**src/rtl/hazard_tag_pipe_pkg.sv**
```systemverilog
// Shared types for the hazard/forwarding tag pipeline.
// A tag is the per-instruction register info that the hazard unit tracks.
package hazard_tag_pipe_pkg;

    localparam int REG_AW = 5;

    typedef struct packed {
        logic              valid;
        logic [REG_AW-1:0] rs1;
        logic [REG_AW-1:0] rs2;
        logic [REG_AW-1:0] rd;
        logic              regwrite;
        logic              memread;
    } tag_t;

    localparam tag_t TAG_BUBBLE = '0;

endpackage

```
**src/rtl/hazard_tag_pipe_stage.sv**
```systemverilog
// One pipeline register holding a tag_t.
// Hold wins over bubble, and bubble wins over load.
module hazard_tag_stage
    import hazard_tag_pipe_pkg::*;
(
    input  logic clk,
    input  logic rst_n,
    input  logic hold,
    input  logic bubble,
    input  tag_t d,
    output tag_t q
);

    always_ff @(posedge clk or negedge rst_n) begin
        if (!rst_n) begin
            q <= TAG_BUBBLE;
        end else if (!hold) begin
            q <= bubble ? TAG_BUBBLE : d;
        end
    end

endmodule

```
**src/rtl/hazard_tag_pipe.sv**
```systemverilog
// ID/EX, EX/MEM and MEM/WB tag registers feeding forwarding and hazard detection,
// with freeze/flush/bubble priority and saturating stall and flush counters.
module hazard_tag_pipe
    import hazard_tag_pipe_pkg::*;
#(
    parameter int REG_AW = 5,
    parameter int CNT_W  = 16
) (
    input  logic              clk,
    input  logic              rst_n,
    input  logic              id_valid,
    input  logic [REG_AW-1:0] id_rs1,
    input  logic [REG_AW-1:0] id_rs2,
    input  logic [REG_AW-1:0] id_rd,
    input  logic              id_regwrite,
    input  logic              id_memread,
    input  logic              ctrlf,
    input  logic              ex_flush,
    input  logic              dmem_stall,
    output logic [REG_AW-1:0] ex_rs1,
    output logic [REG_AW-1:0] ex_rs2,
    output logic [REG_AW-1:0] ex_rd,
    output logic              ex_memread,
    output logic [REG_AW-1:0] mem_rd,
    output logic              mem_regwrite,
    output logic [REG_AW-1:0] wb_rd,
    output logic              wb_regwrite,
    output logic [CNT_W-1:0]  stall_cnt,
    output logic [CNT_W-1:0]  flush_cnt
);

    tag_t id_tag;
    tag_t idex_q;
    tag_t exmem_q;
    tag_t memwb_q;
    logic idex_bubble;
    logic stall_inc;
    logic flush_inc;
    logic unused_fields;

    // Write enables are sanitised on entry so x0 writes are never advertised downstream.
    always_comb begin
        id_tag          = TAG_BUBBLE;
        id_tag.valid    = id_valid;
        id_tag.rs1      = id_rs1;
        id_tag.rs2      = id_rs2;
        id_tag.rd       = id_rd;
        id_tag.regwrite = id_regwrite & id_valid & (id_rd != '0);
        id_tag.memread  = id_memread & id_valid;
    end

    assign idex_bubble = ex_flush | ctrlf | ~id_valid;
    assign stall_inc   = dmem_stall | (ctrlf & ~ex_flush);
    assign flush_inc   = ex_flush & ~dmem_stall;

    hazard_tag_stage u_idex (
        .clk    (clk),
        .rst_n  (rst_n),
        .hold   (dmem_stall),
        .bubble (idex_bubble),
        .d      (id_tag),
        .q      (idex_q)
    );

    hazard_tag_stage u_exmem (
        .clk    (clk),
        .rst_n  (rst_n),
        .hold   (dmem_stall),
        .bubble (1'b0),
        .d      (idex_q),
        .q      (exmem_q)
    );

    hazard_tag_stage u_memwb (
        .clk    (clk),
        .rst_n  (rst_n),
        .hold   (dmem_stall),
        .bubble (1'b0),
        .d      (exmem_q),
        .q      (memwb_q)
    );

    always_ff @(posedge clk or negedge rst_n) begin
        if (!rst_n) begin
            stall_cnt <= '0;
            flush_cnt <= '0;
        end else begin
            if (stall_inc && (stall_cnt != {CNT_W{1'b1}})) begin
                stall_cnt <= stall_cnt + CNT_W'(1);
            end
            if (flush_inc && (flush_cnt != {CNT_W{1'b1}})) begin
                flush_cnt <= flush_cnt + CNT_W'(1);
            end
        end
    end

    assign ex_rs1       = idex_q.rs1;
    assign ex_rs2       = idex_q.rs2;
    assign ex_rd        = idex_q.rd;
    assign ex_memread   = idex_q.memread;
    assign mem_rd       = exmem_q.rd;
    assign mem_regwrite = exmem_q.regwrite;
    assign wb_rd        = memwb_q.rd;
    assign wb_regwrite  = memwb_q.regwrite;

    // Later stages carry the full tag for uniformity; these fields have no consumer here.
    assign unused_fields = ^{idex_q.valid, idex_q.regwrite,
                             exmem_q.valid, exmem_q.rs1, exmem_q.rs2, exmem_q.memread,
                             memwb_q.valid, memwb_q.rs1, memwb_q.rs2, memwb_q.memread};

endmodule

```
**config.mk**
```make
export PLATFORM = sky130hd
export DESIGN_NAME = hazard_tag_pipe
export DESIGN_NICKNAME = d
export VERILOG_FILES = /design/src/rtl/hazard_tag_pipe_pkg.sv /design/src/rtl/hazard_tag_pipe_stage.sv /design/src/rtl/hazard_tag_pipe.sv
export SDC_FILE = /design/constraint.sdc
export NUM_CORES = 1
export LEC_CHECK = 0
export CAP_MARGIN = 40
export CORE_MARGIN = 2
export CORE_UTILIZATION = 49
export CTS_BUF_LIST = sky130_fd_sc_hd__clkbuf_8
export DETAILED_ROUTE_END_ITERATION = 7
export PLACE_DENSITY = 0.8
export SYNTH_ARGS = -nofsm -noshare
export SYNTH_HDL_FRONTEND = slang
export SYNTH_SLANG_ARGS = --single-unit
export TNS_END_PERCENT = 20
```
**constraint.sdc**
```tcl
create_clock -name clk -period 1.9 [get_ports clk]
set_input_delay 0.285 -clock clk [delete_from_list [all_inputs] [get_ports clk]]
set_output_delay 0.285 -clock clk [all_outputs]
set_load 0.1 [all_outputs]
```
==> summary.txt <==
Outcome
  • Status: complete, no violations

Routing
  • Vias: 1,993
  • Drc violations: 0
  • Drt first pass iters: 4
  • Vias/cell: 5.231
  • Post-DRT Antenna Nets: 0
  • WL final: 5661 um
  • Post-DR wirelength/cell: 14.86 um
  • Initial DRC Count: 89

Die
  • Die ar.: 0.006392 mm2
  • Die width: 79.95 um
  • Core ar.: 0.005540 mm2
  • Initial core utilization: 0.5102
  • I/O Pins: 83
  • Die height: 79.95 um
  • # rows: 27

Critical path
  • Critical Path End Type: flip-flop
  • CP arrival: 1.90 ns
  • CP top delay family: simple AND/OR/NAND/NOR gates
  • Max FO, Critical Path: 6
  • Slowest CP cell: or4b_1
  • Critical path depth: 5
  • Crit-path cells: ha_1 > nand3_1 > nor4_4 > or4b_1 > xnor2_1
  • Worst EP required: 2.12 ns
  • Crit start category: flip-flop
  • Bufs and invs on worst path: 0
  • Crit Path Class: flip-flop to flip-flop
  • Cells on worst reg2reg path: 5
  • CP max stage delay: 0.52 ns

Cells and area
  • Fin area: 0.003756 mm2
  • Layout cells sized above 1: 0.4660
  • Area Overhead vs Synth: 32.89%
  • Non-Filler Instances: 381
  • Fillers: 437
  • Net count, final: 330
  • N_diodes: 0

Clock network
  • CTS tree: built
  • Longest Clk Path Bufs: 2
  • Worst-Skew Late Latency: 0.33 ns
  • Num Clock Sinks: 61
  • Cts bufs inserted: 9
  • Root Buffer: clkbuf_8
  • H-tree Lvls: 3
  • Clk slew on worst S/H paths: 0.06 ns
  • PostCTS Resize Cnt: 0

Run
  • Total of max-cap violations: 0

Power
  • LEAKAGE: 1.767 nW
  • Combinational Power Share: 0.461
  • VDD IR-drop max: 0.9954 mV
  • Sw Pwr: 2.793 mW
  • Clock Power Share: 0.200
  • Cell Pwr Density: 1485 mW/mm2
  • Overall power: 5.579 mW
  • Sequential Power Share: 0.339
  • Switching portion of total power: 0.5006
  • P_int: 2.786 mW

GRT
  • Vias in the first global route: 1,967
  • First-pass GRT wire length: 9294 um
  • Gr busiest metal: met2
  • Met2 Use GR: 0.2708
  • Initial antenna violation count: 0
  • M3 GR Usage: 0.06222
  • Largest net degree at the start of global routing: 62
  • Overflow after GRT: 0
  • Met1 Resource Use GR: 0.2619
  • Total track usage: 0.1921

Logic synthesis
  • Top-count cell post-synth: dfrtp_1
  • Netlist cell types: 43
  • Mapped Area: 0.002826 mm2
  • Top post-synthesis cells by count: 61 x dfrtp_1, 20 x xor2_1, 16 x a22o_1, 16 x buf_4, 13 x mux2_2
  • Asr flop ratio synth: 1.000
  • Net count after synthesis: 249
  • Post-synth top flop: dfrtp_1
  • Number of synthesized flops with an enable pin: 0
  • Mean Syn Cell Area: 12.62 um2
  • Synth area leaders: dfrtp_1 54%, xor2_1 6.2%, mux2_2 5.2%
  • Post-synth top area cell: dfrtp_1
  • Warnings, synthesis: 0
  • Mapped Cells: 224
  • Register area share after synthesis: 0.5401
  • Flops & latches, synth: 61
  • Share of the synthesized area in the top cell type: 0.5401

STA
  • Unrepaired setup endpoints after global routing: false
  • Fin. max-slew vios: 0
  • Final Hold Vio Count: 0
  • Share of the clock period used by the worst path: 0.8828
  • Clock Skew: 0.009000 ns
  • Setup violations, final: 0
  • Max-slew headroom: 0.7439
  • Fmax: 596.2 MHz
  • Tightest Pin Transition: 0.3813 ns
  • Hold Slack: 0.4788 ns
  • Min cycle time layout: 1.677 ns

Placed design
  • Dpl cell area: 0.003552 mm2
  • Input/output buffers: 82
  • Detailed Place HPWL: 3988 um
  • Gpl congestion: 0.8686
  • Inst Count DP: 365

Worst hold path
  • Hold crit path type: primary input to asynchronous set/reset pin
## worst min-delay path, stage by stage
cell,delay [ns]
dlygate4sd3_1,0.52
buf_2,0.12
buf_12,0.28
## routing by layer
layer  vias to the layer above  part of all wire
met5                         -                 0
met4                         0             0.017
met3                        12             0.070
met2                        64              0.45
met1                       961              0.46
li1                        956                 -
## sequential cells by signal, summed over array words and instances, names as in the netlist
signal and cells:
u_memwb.q 6, flush_cnt 16, u_exmem.q 6, stall_cnt 16, u_idex.q 17
## placed cells by master, fill, tap and decap left out, drive strengths merged, types with 3 or more instances in the layout
| cell type | synthesis | routed |
|---|---|---|
| buf | 19 | 69 |
| dfrtp | 61 | 61 |
| clkdlybuf4s50 | 0 | 21 |
| xor2 | 20 | 20 |
| a22o | 16 | 16 |
| mux2 | 15 | 15 |
| nand2 | 12 | 12 |
| clkbuf | 2 | 11 |
| nor3 | 11 | 11 |
| nand4 | 11 | 11 |
| nor2 | 8 | 8 |
| nor4 | 8 | 8 |
| xnor2 | 6 | 6 |
| nand3 | 5 | 5 |
| inv | 1 | 3 |
| nand2b | 3 | 3 |
| and3 | 3 | 3 |
| nor3b | 3 | 3 |
## what timing repair did
item	in CTS	in global routing
buffers inserted	0	0
endpoints found under the hold margin	61	0
hold buffers	1	0
endpoints found under the setup margin	0	0
## logic make-up (layout without fill, tap and decap cells)
family,count (synthesis),in the layout,share of synthesized area
and+or+nand+nor,75,75,0.1912
AOI/OAI and AO/OA,23,23,0.06640
adders and majority gates,2,2,0.008852
buffers and inverters,22,107,0.05179
xor gates and xnor gates,26,26,0.08057
DFF,61,61,0.5401
muxes,15,15,0.06109
## cell type report
cell class / count / area (um2) / share of cell area
inverters: 1 / 3.754 / 0.0009993
clock buffers: 11 / 151.4 / 0.04031
flip-flops and latches: 61 / 1567 / 0.4171
well taps: 72 / 90.09 / 0.02398
clock inverters: 4 / 42.54 / 0.01133
repair buffers: 91 / 748.2 / 0.1992
multi-input cells: 141 / 1154 / 0.3071
## final timing paths
path | slack (ns) | from | end
setup / recovery | 0.22 | flush_cnt[0] | flush_cnt[3]
hold / removal | 0.48 | rst_n | stall_cnt[9]
setup reg to reg | 0.22 | flush_cnt[0] | flush_cnt[3]
hold reg to reg | 0.49 | stall_cnt[15] | stall_cnt[15]
max in group asynchronous | 1.14 | rst_n | stall_cnt[3]
min in group clk | 0.49 | stall_cnt[15] | stall_cnt[15]
## power groups by stage
stage / logic, mW / registers, mW / clock network, mW
floorplan: 0.481 / 3.40 / 0
global placement: 2.56 / 1.91 / 0
detailed placement: 2.58 / 1.91 / 0
CTS: 2.59 / 1.89 / 1.14
global route: 2.66 / 1.94 / 1.20
finish: 2.57 / 1.89 / 1.11
## metrics by stage
stage | setup WS, ns | utilization | setup TNS [ns]
floorplan | 0.009580 | - | 0
global placement | 0.03937 | 0.6411 | 0
detailed placement | -0.03055 | 0.6411 | -0.03175
CTS | 0.2208 | 0.6780 | 0
global route | 0.1315 | 0.6780 | 0
finish | 0.2227 | 0.6780 | 0
No activity file was read; power rests on OpenSTA's default activity.
